<file path="src/rtl/extremum_finder.sv">
// Streaming min/max search over a start-delimited window of tagged samples.
// Reports the extreme value, its index tag and the window's sample count.
module extremum_finder #(
  parameter int DATA_W   = 36,
  parameter int IDX_W    = 13,
  parameter int FIND_MAX = 0,
  parameter int TIE_LAST = 0,
  parameter int WIN_LEN  = 0
) (
  input  logic              clk,
  input  logic              rst_n,
  input  logic              start,
  input  logic              en,
  input  logic              last,
  input  logic [IDX_W-1:0]  idx,
  input  logic [DATA_W-1:0] inp,
  output logic              busy,
  output logic              done,
  output logic [DATA_W-1:0] ext_val,
  output logic [IDX_W-1:0]  ext_loc,
  output logic [IDX_W-1:0]  smp_cnt
);

  localparam logic [1:0] S_IDLE   = 2'd0;
  localparam logic [1:0] S_SEARCH = 2'd1;
  localparam logic [1:0] S_DONE   = 2'd2;
  localparam logic [IDX_W-1:0] CNT_MAX = '1;

  logic [1:0]        r_state;
  logic [DATA_W-1:0] r_best;
  logic [IDX_W-1:0]  r_best_idx;
  logic [IDX_W-1:0]  r_cnt;
  logic              r_have;
  logic [DATA_W-1:0] r_ext_val;
  logic [IDX_W-1:0]  r_ext_loc;
  logic [IDX_W-1:0]  r_smp_cnt;

  logic              w_accept;
  logic              w_better;
  logic              w_take;
  logic [DATA_W-1:0] w_best_val;
  logic [IDX_W-1:0]  w_best_idx;
  logic [IDX_W-1:0]  w_cnt_next;
  logic              w_win_hit;
  logic              w_close;

  // A start in SEARCH restarts the window, so that cycle's sample is never accepted.
  assign w_accept = (r_state == S_SEARCH) && !start && en;

  always_comb begin
    w_better = 1'b0;
    if (FIND_MAX != 0) begin
      w_better = (TIE_LAST != 0) ? (inp >= r_best) : (inp > r_best);
    end else begin
      w_better = (TIE_LAST != 0) ? (inp <= r_best) : (inp < r_best);
    end
  end

  assign w_take     = !r_have || w_better;
  assign w_best_val = w_take ? inp : r_best;
  assign w_best_idx = w_take ? idx : r_best_idx;
  assign w_cnt_next = (r_cnt == CNT_MAX) ? r_cnt : r_cnt + 1'b1;
  assign w_win_hit  = (WIN_LEN > 0) && (int'(w_cnt_next) == WIN_LEN);
  assign w_close    = w_accept && (last || w_win_hit);

  always_ff @(posedge clk or negedge rst_n) begin
    if (!rst_n) begin
      r_state    <= S_IDLE;
      r_best     <= '0;
      r_best_idx <= '0;
      r_cnt      <= '0;
      r_have     <= 1'b0;
      r_ext_val  <= '0;
      r_ext_loc  <= '0;
      r_smp_cnt  <= '0;
    end else if (start) begin
      r_state    <= S_SEARCH;
      r_best     <= '0;
      r_best_idx <= '0;
      r_cnt      <= '0;
      r_have     <= 1'b0;
    end else begin
      case (r_state)
        S_SEARCH: begin
          if (w_accept) begin
            r_best     <= w_best_val;
            r_best_idx <= w_best_idx;
            r_cnt      <= w_cnt_next;
            r_have     <= 1'b1;
          end
          if (w_close) begin
            r_ext_val <= w_best_val;
            r_ext_loc <= w_best_idx;
            r_smp_cnt <= w_cnt_next;
            r_state   <= S_DONE;
          end
        end
        S_DONE:  r_state <= S_IDLE;
        default: r_state <= S_IDLE;
      endcase
    end
  end

  assign busy    = (r_state == S_SEARCH);
  assign done    = (r_state == S_DONE);
  assign ext_val = r_ext_val;
  assign ext_loc = r_ext_loc;
  assign smp_cnt = r_smp_cnt;

endmodule

</file>
<file path="config.mk">
export PLATFORM = sky130hd
export DESIGN_NAME = extremum_finder
export DESIGN_NICKNAME = d
export VERILOG_FILES = /design/src/rtl/extremum_finder.sv
export SDC_FILE = /design/constraint.sdc
export NUM_CORES = 1
export LEC_CHECK = 0
export CAP_MARGIN = 5
export CELL_PAD_IN_SITES_DETAIL_PLACEMENT = 1
export CELL_PAD_IN_SITES_GLOBAL_PLACEMENT = 1
export CORE_MARGIN = 1.5
export CORE_UTILIZATION = 44
export CTS_CLUSTER_DIAMETER = 60
export DETAILED_ROUTE_END_ITERATION = 10
export PLACE_DENSITY_LB_ADDON = 0.1
export SLEW_MARGIN = 20
export SYNTH_ARGS = -nofsm -noshare
export SYNTH_HDL_FRONTEND = slang
export SYNTH_SLANG_ARGS = --single-unit
</file>
<file path="constraint.sdc">
create_clock -name clk -period 3.8 [get_ports clk]
set_clock_uncertainty 0.2 [all_clocks]
set_input_delay 0.76 -clock clk [delete_from_list [all_inputs] [get_ports clk]]
set_output_delay 0.76 -clock clk [all_outputs]
set_load 0.1 [all_outputs]
</file>
==> results of run 1 <==
[kinds of logic after synthesis]
logic type | share of synthesized area [%]
mux | 7.23
buf+inv | 5.44
compound gates | 14.5
flops | 45.9
fa+ha+maj | 6.51
xor+xnor | 2.03
simple gates | 18.3
[path summary, 6_finish.rpt]
kind                       slack [ns]        from           to
setup reg to reg                 0.75   r_best[9]   ext_val[5]
hold reg to reg                  0.29  smp_cnt[9]   smp_cnt[9]
setup / recovery                 0.37      inp[9]   ext_val[5]
max in group asynchronous        2.48       rst_n  ext_loc[12]
hold / removal                   0.12       rst_n    r_cnt[10]
min in group clk                 0.29  smp_cnt[9]   smp_cnt[9]
[power by group]
part	internal (W)	switching (W)	total [W]
clock	0.00118	0.000641	0.00182
combinational	0.000512	0.00150	0.00201
sequential	0.00154	0.000142	0.00168
total	0.00323	0.00228	0.00552
[cells in the final DEF (no fill, tap or decap), types with 2 or more instances in the layout]
cell and n:
sky130_fd_sc_hd__inv_1 38, sky130_fd_sc_hd__ha_1 36, sky130_fd_sc_hd__clkdlybuf4s50_1 112, sky130_fd_sc_hd__nand2b_1 99
sky130_fd_sc_hd__nand3_1 8, sky130_fd_sc_hd__buf_12 6, sky130_fd_sc_hd__xnor2_1 9, sky130_fd_sc_hd__nor2b_1 2
sky130_fd_sc_hd__or3_1 5, sky130_fd_sc_hd__nand2_1 86, sky130_fd_sc_hd__nor3_1 6, sky130_fd_sc_hd__xor2_1 7
sky130_fd_sc_hd__clkinv_4 2, sky130_fd_sc_hd__clkbuf_16 17, sky130_fd_sc_hd__clkinvlp_4 3, sky130_fd_sc_hd__clkinv_2 3
sky130_fd_sc_hd__a32oi_1 49, sky130_fd_sc_hd__o21ai_1 10, sky130_fd_sc_hd__o21ai_0 65, sky130_fd_sc_hd__nand4_1 8
sky130_fd_sc_hd__a21oi_1 26, sky130_fd_sc_hd__bufinv_16 5, sky130_fd_sc_hd__buf_4 12, sky130_fd_sc_hd__mux2i_1 50
sky130_fd_sc_hd__dfrtp_1 127, sky130_fd_sc_hd__nor2_1 18
[area by class of cell]
cell class	instances	area share, %
multi-input cells	503	37.7
flip-flops and latches	127	35.5
repair buffers	131	14.9
clock buffers	18	4.91
well taps	211	2.95
clock inverters	14	2.39
inverters	39	1.64
diodes	1	0.0280
[registers in the layout (all words and copies together) (netlist names)]
register	cells
r_best_idx	13
r_cnt	13
r_best	36
smp_cnt	13
ext_val	36
ext_loc	13
r_state	2
r_have	1
[critical path, delay by kind of cell]
kind / cells / cell delay [ns]
buffers and inverters: 2 / 0.63
adders and majority gates: 1 / 0.35
and+or+nand+nor: 1 / 0.25
AOI/OAI and AO/OA: 6 / 1.53
[stage by stage]
stage          hold slack [ns]  area (µm²)  std cells  total power, W  util, %
2_1_floorplan            0.264        6920        718         0.00312        -
3_3_place_gp             0.261        8300       1011         0.00365     54.4
3_5_place_dp             0.278        8300       1011         0.00370     54.4
4_1_cts                  0.120        8950       1043         0.00555     58.7
5_1_grt                  0.134        8950       1044         0.00572     58.7
6_report                 0.118        8950       1044         0.00552     58.7
[routing by layer]
metal / routed length, µm / share of wire, % / vias to the layer above / global-route usage (%)
met5: 0 / 0 / - / 0
met2: 10300 / 50 / 151 / 46.1
met1: 8880 / 43 / 2992 / 32.6
met3: 743 / 3.6 / 35 / 5.03
li1: - / - / 2705 / -
met4: 527 / 2.6 / 0 / 11.0
==> parameters.txt, run 1 <==
Parameter                              Value

Critical path
  Crit path top cell by count ... sky130_fd_sc_hd__o21ai_0
  Cells along the critical path ... clkdlybuf4s50_1, ha_1, a21oi_1, o21ai_0, a221oi_1, o211ai_2, a21o_2, and2_4, buf_12, o21ai_0
  Sort of element at the end of the critical path ... flip-flop
  Required time worst endpoint ... 3.91 ns
  Cell count of the worst reg-to-reg path ... 10
  Worst path arrival time ... 3.54 ns
  Kind of start point of the critical path ... input port
  Slowest-stage cell, CP ... sky130_fd_sc_hd__a221oi_1
  Critical Path Max Stage Delay ... 0.48 ns
  Critical path start-end classification ... input port to flip-flop
  Maximum fanout encountered on the critical timing path ... 24

Clock network
  TritonCTS clock tree ... done
  Worst skew pair latency ... 0.43 ns
  Clock root buffer ... sky130_fd_sc_hd__clkbuf_16
  Number of buffers added to fix hold violations after cts ... 0
  Register clock-pin slew on the reported worst setup and hold paths ... 0.06 ns
  Max Root-Sink Buffers ... 2
  Post-CTS setup buffer count ... 0
  Num CTS Buffers ... 17
  Count of cells resized by post-cts repair ... 0
  H-tree lvl count ... 4
  Clock sink total ... 127

Route
  Number of vias per cell after detailed routing ... 5.64
  DR vias ... 5,883
  Routed wire per std cell ... 19.6 µm
  Number of violations reported at the end of detailed-routing iteration 0 ... 412
  DR pass1 iterations ... 5
  DRC violation count after routing ... 0
  Residual antenna-violating net count after detailed routing ... 0
  Total Wirelength ... between 20,000 and 25,000 µm

Timing
  Unrepaired setup endpoints after global routing ... no
  Fin. Hold Viols ... 0
  Post-route worst setup slack ... 0.365 ns
  Portion of the clock cycle consumed by the worst path in the final layout ... roughly 90%
  Actual transition at the worst max-transition pin ... 0.989 ns
  Rel. slew slack ... 33.9%
  Final period demand of the worst path ... roughly 3.4 ns
  Accumulated negative setup slack ... 0 ns
  Count of pins over their slew limit ... 0
  Peak Freq ... between 200 and 300 MHz
  Setup Viol. Count Final ... 0

Die
  Area of the die ... 16,500 µm²
  Chip width ... between 100 and 150 µm
  I/O Pins ... 118
  Row Count ... 45
  Die span in y ... 128 µm
  Core Area ... between 15,000 and 20,000 µm²
  Initial Utilization ... 45.3%

Global route
  Number of global-route vias before repair ... 6,455
  Global-route wire length before repair ... roughly 33,000 µm
  Global routing usage summed across all routing layers ... 26.6%
  Antenna violations before repair ... 1
  Residual overflow from global routing ... 0
  Pin count of the biggest net entering global routing ... roughly 110

Synthesis
  Top area cells in the synthesized netlist ... sky130_fd_sc_hd__dfrtp_1, sky130_fd_sc_hd__nand2b_1, sky130_fd_sc_hd__mux2i_1
  Fraction of registers with async set or reset after synthesis ... 100%
  Library cell with the largest summed area after synthesis ... sky130_fd_sc_hd__dfrtp_1
  Mean post-synth cell area ... ~9.6 µm²
  Combined area of all synthesized cells ... 6920 µm²
  Leading cell type by number of instances after synthesis ... sky130_fd_sc_hd__dfrtp_1
  Cells after synthesis ... 718
  Sequential area share after synthesis ... 45.9%
  Yosys warning total ... 0
  Post-synthesis register bit count ... 127
  Count of distinct cell types in the synthesized netlist ... 42
  Synthesized netlist net count ... 808
  Synth top area share ... a little under half
  Commonest cells in the synthesized netlist ... sky130_fd_sc_hd__dfrtp_1, sky130_fd_sc_hd__nand2b_1, sky130_fd_sc_hd__nand2_1, sky130_fd_sc_hd__o21ai_0, sky130_fd_sc_hd__mux2i_1
  Most common flop cell mapped by yosys ... sky130_fd_sc_hd__dfrtp_1
  Number of enable flip-flop cells after synthesis ... 0

Place
  Port buffer count ... 117
  Final weighted congestion of routability-driven global placement ... between 0.7 and 0.8
  Pre-CTS worst setup slack ... 0.0468 ns
  Half-perimeter wire length after detailed placement ... 12,700 µm

Cells and area
  Sequential standard cell area ... approximately 3200 µm²
  Footprint of the multi-input gates ... around 3400 µm²
  Fraction of layout cells with a size suffix above 1 ... under 10%
  Filler cell count ... 1,674
  Net total in the final layout ... 909
  Signed area change from the synthesized netlist to the final layout ... 29.4%

Job
  Max Cap Violations ... 0

Worst hold path
  Hold crit path type ... input port to asynchronous set/reset pin

Pwr
  Cell leakage power ... 3.67 nW
  Power per cell area ... roughly 620 nW/µm²
  Worst voltage drop across the vdd grid ... 388 µV

Outcome
  Outcome ... completed
Note: power is estimated with default switching activity, not from simulation.
==> inputs of run 2 (changes only) <==
--- a/config.mk
+++ b/config.mk
@@ -14,4 +14,5 @@
 export DETAILED_ROUTE_END_ITERATION = 10
 export PLACE_DENSITY_LB_ADDON = 0.1
+export SKIP_CTS_REPAIR_TIMING = 1
 export SLEW_MARGIN = 20
 export SYNTH_ARGS = -nofsm -noshare
--- a/constraint.sdc
+++ b/constraint.sdc
@@ -3,3 +3,3 @@
 set_input_delay 0.76 -clock clk [delete_from_list [all_inputs] [get_ports clk]]
 set_output_delay 0.76 -clock clk [all_outputs]
-set_load 0.1 [all_outputs]
+set_load 0.02 [all_outputs]
==> run 2 against run 1 <==
Against the previous run: critical endpoint is now ext_loc[1]; register-to-register slack improved by 0.17 ns; non-clock buffer count decreased by 2; final area increased by 0.42%; wire length decreased by 4.7%; critical path depth unchanged.
==> parameters.txt, run 2 (synthesis results as in run 1) <==
Parameter                              Value

Critical path
  Worst path arrival time ... 3.37 ns
  Slowest-stage cell, CP ... sky130_fd_sc_hd__clkdlybuf4s50_1
  Sort of element at the end of the critical path ... flip-flop
  Crit path top cell by count ... sky130_fd_sc_hd__o21ai_0
  Critical path start-end classification ... input port to flip-flop
  Kind of start point of the critical path ... input port
  Cells along the critical path ... clkdlybuf4s50_1, ha_1, a21oi_1, o21ai_0, a221oi_1, o211ai_2, a21o_2, buf_12, a32oi_1, o21ai_0
  Critical Path Max Stage Delay ... 0.45 ns
  Cell type group with the largest total delay on the critical path ... compound AO/OA/AOI/OAI gates
  Buffers and inverters on the worst path ... 2
  Required time worst endpoint ... ~3.9 ns
  Maximum fanout encountered on the critical timing path ... 49

Cells and area
  Signed area change from the synthesized netlist to the final layout ... 30.0%
  Antenna Cells ... 0
  Sequential standard cell area ... ~3200 µm²
  Fraction of layout cells with a size suffix above 1 ... 6.87%
  Top library cells by usage in the layout, fill and taps aside ... sky130_fd_sc_hd__dfrtp_1, sky130_fd_sc_hd__clkdlybuf4s50_1, sky130_fd_sc_hd__nand2b_1, sky130_fd_sc_hd__nand2_1, sky130_fd_sc_hd__o21ai_0
  Net total in the final layout ... ~910
  Commonest non-fill, non-tap cell in the layout ... sky130_fd_sc_hd__dfrtp_1
  Core Util, Final ... 58.9%
  Footprint of the multi-input gates ... 3370 µm²
  Filler cell count ... 1,687

Job
  Max Cap Violations ... 0

Timing
  Peak Freq ... between 300 and 400 MHz
  Fin. Hold Viols ... 0
  Count of pins over their slew limit ... 0
  Post-route worst setup slack ... 0.513 ns
  Rel. slew slack ... 38.7%
  Accumulated negative setup slack ... 0 ns
  Portion of the clock cycle consumed by the worst path in the final layout ... 86.5%
  Actual transition at the worst max-transition pin ... 0.920 ns
  Final period demand of the worst path ... roughly 3.3 ns
  Setup Viol. Count Final ... 0
  Unrepaired setup endpoints after global routing ... no

Global route
  Pin count of the biggest net entering global routing ... 114
  Antenna violations before repair ... 0
  Global-route wire length before repair ... 32,500 µm
  Residual overflow from global routing ... 0
  Global routing usage summed across all routing layers ... 25.4%
  Number of global-route vias before repair ... approximately 6,400

Pwr
  Final Total Pwr ... 0.00474 W
  Share of total power in the clock network ... 41.0%
  Worst voltage drop across the vdd grid ... 308 µV
  Combinational group share of total power ... 23.6%
  Power per cell area ... between 500 and 600 nW/µm²
  Sequential share of power ... 35.4%
  Sw power ... 0.00137 W
  Net switching share of the total power ... 28.9%
  P_int ... 0.00337 W
  Cell leakage power ... approximately 3.7 nW

Place
  Pre-CTS worst setup slack ... 0.100 ns
  Final weighted congestion of routability-driven global placement ... between 0.7 and 0.8
  Port buffer count ... about 120
  Half-perimeter wire length after detailed placement ... between 10,000 and 15,000 µm

Route
  DR vias ... 5,782
  Residual antenna-violating net count after detailed routing ... 0
  Number of vias per cell after detailed routing ... 5.55
  Number of violations reported at the end of detailed-routing iteration 0 ... 286
  DRC violation count after routing ... 0
  Routed wire per std cell ... 18.8 µm
  DR pass1 iterations ... 4
  Total Wirelength ... 19,500 µm

Clock network
  TritonCTS clock tree ... done
  Clock root buffer ... sky130_fd_sc_hd__clkbuf_16
  Num CTS Buffers ... 17
  H-tree lvl count ... 4
  Max Root-Sink Buffers ... 2
  Clock sink total ... 127
  Worst skew pair latency ... 0.42 ns
  Register clock-pin slew on the reported worst setup and hold paths ... approximately 0.060 ns

Die
  Area of the die ... 16,500 µm²
  Chip width ... between 100 and 150 µm
  Row Count ... 45
  I/O Pins ... 118
  Die span in y ... 128 µm
  Initial Utilization ... 45.3%
  Core Area ... 15,300 µm²

Worst hold path
  Hold crit path type ... input port to asynchronous set/reset pin

Outcome
  Outcome ... completed
## run 2: through the flow
| stage | std cells | hold slack, ns | instance area, µm² |
|---|---|---|---|
| after detailed placement | 1009 | 0.272 | 8290 |
| final | 1041 | 0.172 | 8990 |
| after global routing | 1041 | 0.232 | 8990 |
| after global placement | 1009 | 0.261 | 8290 |
| after floorplan | 718 | 0.264 | 6920 |
| after CTS | 1041 | 0.196 | 8990 |
## run 2: per-layer routing
layer | global-route usage (%) | wire [µm]
met2 | 44.5 | 9890
met5 | 0 | 0
met3 | 5.24 | 801
met4 | 7.53 | 280
met1 | 31.7 | 8560
## run 2: worst register-to-register path, delay by kind of cell (launching register included)
| kind | cells | cell delay (ns) |
|---|---|---|
| AO/OA/AOI/OAI | 7 | 1.61 |
| adder cells (fa/ha/maj) | 1 | 0.31 |
| buffers and inverters | 2 | 0.25 |
| flip-flops | 1 | 0.37 |
## run 2: cell type report
| type | count | area share, % |
|---|---|---|
| Multi-Input combinational cell | 503 | 37.5 |
| Clock inverter | 14 | 2.91 |
| Timing Repair Buffer | 129 | 14.8 |
| Tap cell | 211 | 2.94 |
| Clock buffer | 18 | 4.89 |
| Inverter | 39 | 1.63 |
| Sequential cell | 127 | 35.4 |
## run 2: final timing paths
| kind | slack [ns] | startpoint | cells after the start | to |
|---|---|---|---|---|
| hold / removal | 0.17 | rst_n | 1 | smp_cnt[8] |
| setup reg to reg | 0.92 | r_best[9] | 10 | ext_loc[1] |
| setup / recovery | 0.51 | inp[9] | 10 | ext_loc[1] |
| min in group clk | 0.28 | smp_cnt[3] | 2 | smp_cnt[3] |
| hold reg to reg | 0.28 | smp_cnt[3] | 2 | smp_cnt[3] |
| max in group asynchronous | 2.32 | rst_n | 2 | r_best[22] |
## run 2: power by group through the flow
stage	Combinational (W)	Clock [W]	Sequential, W
floorplan	0.000417	0	0.00184
global placement	0.00108	0	0.00169
detailed placement	0.00112	0	0.00170
CTS	0.00113	0.00198	0.00168
global route	0.00122	0.00203	0.00170
finish	0.00112	0.00194	0.00168
==> inputs of run 3 (changes only) <==
Settings changed: ABC_AREA set to 1, CORE_UTILIZATION 44 to 42.
==> run 3 against run 2 <==
Against the previous run: clock-buffer cell count is 4 higher; highest routed layer unchanged; worst setup slack better by 0.25 ns; largest cell class is now registers; sequential power up 2%; sequential share of layout area up 0.74 points; flip-flop and latch count unchanged; core utilization down 3.7 points; first-iteration DRC count rose by 2.8%; total power fell by 4.6%; wire length rose by 0.19%; critical path depth grew 4; die area increased by 4.0%.
==> parameters.txt, run 3 <==
Parameter                              Value

Outcome
  Outcome ... completed

Route
  DR pass1 iterations ... 4
  Routed wire per std cell ... about 16 µm
  Residual antenna-violating net count after detailed routing ... 0
  Number of vias per cell after detailed routing ... 5.01
  Total Wirelength ... 19,600 µm
  DRC violation count after routing ... 0
  DR vias ... 6,325
  Number of violations reported at the end of detailed-routing iteration 0 ... between 200 and 300

Place
  Final weighted congestion of routability-driven global placement ... 0.763
  Port buffer count ... around 120
  Placed cells ... 1,230
  Pre-CTS worst setup slack ... 0.328 ns
  Half-perimeter wire length after detailed placement ... 12,800 µm

Timing
  Setup Viol. Count Final ... 0
  Actual transition at the worst max-transition pin ... 0.764 ns
  Unrepaired setup endpoints after global routing ... no
  Count of pins over their slew limit ... 0
  Accumulated negative setup slack ... 0 ns
  Final period demand of the worst path ... around 3 ns
  Post-route worst setup slack ... roughly 0.76 ns
  Hold_ws ... 0.178 ns
  Rel. slew slack ... 49.1%
  Portion of the clock cycle consumed by the worst path in the final layout ... 80.0%
  Peak Freq ... 329 MHz
  Fin. Hold Viols ... 0

Cells and area
  Final cell count without fillers ... around 1,300
  Antenna Cells ... 0
  Sequential standard cell area ... around 3200 µm²
  Signed area change from the synthesized netlist to the final layout ... 28.2%
  Commonest non-fill, non-tap cell in the layout ... sky130_fd_sc_hd__nand2_1
  Footprint of the multi-input gates ... 3030 µm²
  Filler cell count ... 1,991
  Top library cells by usage in the layout, fill and taps aside ... sky130_fd_sc_hd__nand2_1, sky130_fd_sc_hd__nand3_1, sky130_fd_sc_hd__dfrtp_1, sky130_fd_sc_hd__inv_1, sky130_fd_sc_hd__clkdlybuf4s50_1
  Net total in the final layout ... 1,123
  Fraction of layout cells with a size suffix above 1 ... 4.88%
  Core Util, Final ... 55.3%

Clock network
  Clock root buffer ... sky130_fd_sc_hd__clkbuf_16
  Worst skew pair latency ... about 0.42 ns
  H-tree lvl count ... 4
  Clock sink total ... 127
  Register clock-pin slew on the reported worst setup and hold paths ... 0.06 ns
  TritonCTS clock tree ... done
  Num CTS Buffers ... 17
  Max Root-Sink Buffers ... 2

Pwr
  Worst voltage drop across the vdd grid ... roughly 340 µV
  P_int ... roughly 0.003 W
  Cell leakage power ... 4.63 nW
  Share of total power in the clock network ... around 34%
  Combinational group share of total power ... roughly 28%
  Net switching share of the total power ... between 30 and 40%
  Sw power ... 0.00149 W
  Power per cell area ... 513 nW/µm²
  Sequential share of power ... 38.0%

Global route
  Number of global-route vias before repair ... approximately 6,600
  Global-route wire length before repair ... 32,900 µm
  Residual overflow from global routing ... 0
  Global routing usage summed across all routing layers ... 24.9%
  Pin count of the biggest net entering global routing ... 79
  Antenna violations before repair ... 0

Synthesis
  Most common flop cell mapped by yosys ... sky130_fd_sc_hd__dfrtp_1
  Cells after synthesis ... 926
  Number of enable flip-flop cells after synthesis ... 0
  Combined area of all synthesized cells ... approximately 7000 µm²
  Post-synthesis register bit count ... 127
  Mean post-synth cell area ... ~7.4 µm²
  Synth top area share ... a little under half
  Sequential area share after synthesis ... between 40% and 50%
  Fraction of registers with async set or reset after synthesis ... 100%
  Count of distinct cell types in the synthesized netlist ... 28
  Top area cells in the synthesized netlist ... sky130_fd_sc_hd__dfrtp_1, sky130_fd_sc_hd__nand2_1, sky130_fd_sc_hd__nand3_1
  Commonest cells in the synthesized netlist ... sky130_fd_sc_hd__nand2_1, sky130_fd_sc_hd__nand3_1, sky130_fd_sc_hd__dfrtp_1, sky130_fd_sc_hd__inv_1, sky130_fd_sc_hd__ha_1
  Yosys warning total ... 0
  Library cell with the largest summed area after synthesis ... sky130_fd_sc_hd__dfrtp_1
  Synthesized netlist net count ... 1,016
  Leading cell type by number of instances after synthesis ... sky130_fd_sc_hd__nand2_1

Die
  I/O Pins ... 118
  Core Area ... 15,900 µm²
  Die span in y ... 131 µm
  Row Count ... 46
  Area of the die ... 17,100 µm²
  Chip width ... 131 µm
  Initial Utilization ... 43.1%

Critical path
  Sort of element at the end of the critical path ... flip-flop
  Required time worst endpoint ... 3.90 ns
  Worst r2r src ... r_best[27]
  Kind of start point of the critical path ... input port
  Slowest-stage cell, CP ... sky130_fd_sc_hd__clkdlybuf4s50_1
  End of the worst register-to-register path ... r_best_idx[9]
  Critical Path Max Stage Delay ... 0.49 ns
  Cell count of the worst reg-to-reg path ... 14
  Critical Path Start ... inp[33]
  Setup slack, reg-to-reg ... 1.17 ns
  Critical path start-end classification ... input port to flip-flop
  Maximum fanout encountered on the critical timing path ... 36
  Cells along the critical path ... clkdlybuf4s50_1, ha_1, nand2_1, nor2_1, nand2_1, nor2_1, nand2_1, nor2_1, nor2_1, nand2_4, buf_12, nand3_1, nand3_1, nand2_1
  Worst path arrival time ... approximately 3.1 ns

Worst hold path
  Hold crit path type ... input port to asynchronous set/reset pin

Job
  Max Cap Violations ... 0
## run 3: routing by layer
| metal | part of all wire [%] | wire, µm | track usage (%) |
|---|---|---|---|
| met4 | 1.6 | 304 | 8.34 |
| met1 | 46 | 9090 | 32.4 |
| met3 | 2.6 | 518 | 3.66 |
| met5 | 0 | 0 | 0 |
| met2 | 49 | 9650 | 42.6 |
## run 3: logic make-up (layout without fill, tap and decap cells)
logic type	count (synthesis)	after routing	synth area share (%)
and+or+nand+nor	547	547	33.2
AOI/OAI and AO/OA	39	39	3.22
xor gates and xnor gates	8	8	1.02
DFF	127	127	46.2
adders and majority gates	36	36	6.55
buffers and inverters	169	289	9.72
## run 3: critical path, delay by kind of cell
family | cells | cell delay (ns)
AND/OR/NAND/NOR | 11 | 1.30
buffers and inverters | 2 | 0.74
adder cells (fa/ha/maj) | 1 | 0.34
## run 3: how the worst max path moves through the flow
stage                               end  slack [ns]  cells past startpoint
after global placement       r_best[30]        0.41                     14
final                        r_best[16]        0.76                     14
after floorplan             ext_val[25]        1.26                     13
after detailed placement  r_best_idx[2]        0.33                     14
after CTS                 r_best_idx[9]        0.77                     14
after global routing         r_best[30]        0.52                     15
## run 3: power groups by stage
stage	logic, W	clock network, W	registers (W)
after floorplan	0.000521	0	0.00189
after detailed placement	0.00128	0	0.00173
after global placement	0.00125	0	0.00173
final	0.00127	0.00153	0.00172
after CTS	0.00129	0.00156	0.00172
after global routing	0.00142	0.00160	0.00174
## run 3: per-stage QoR
stage | power, W | instance area (µm²)
2_1_floorplan | 0.00242 | 6870
3_3_place_gp | 0.00299 | 8270
3_5_place_dp | 0.00302 | 8270
4_1_cts | 0.00457 | 8810
5_1_grt | 0.00476 | 8810
6_report | 0.00452 | 8810
## run 3: final cells by class
type | instances | area share [%]
inverter | 129 | 5.50
clock inverter | 10 | 1.01
timing repair buffer | 128 | 14.8
multi-input combinational | 630 | 34.4
tap | 216 | 3.07
sequential | 127 | 36.1
clock buffer | 22 | 5.16
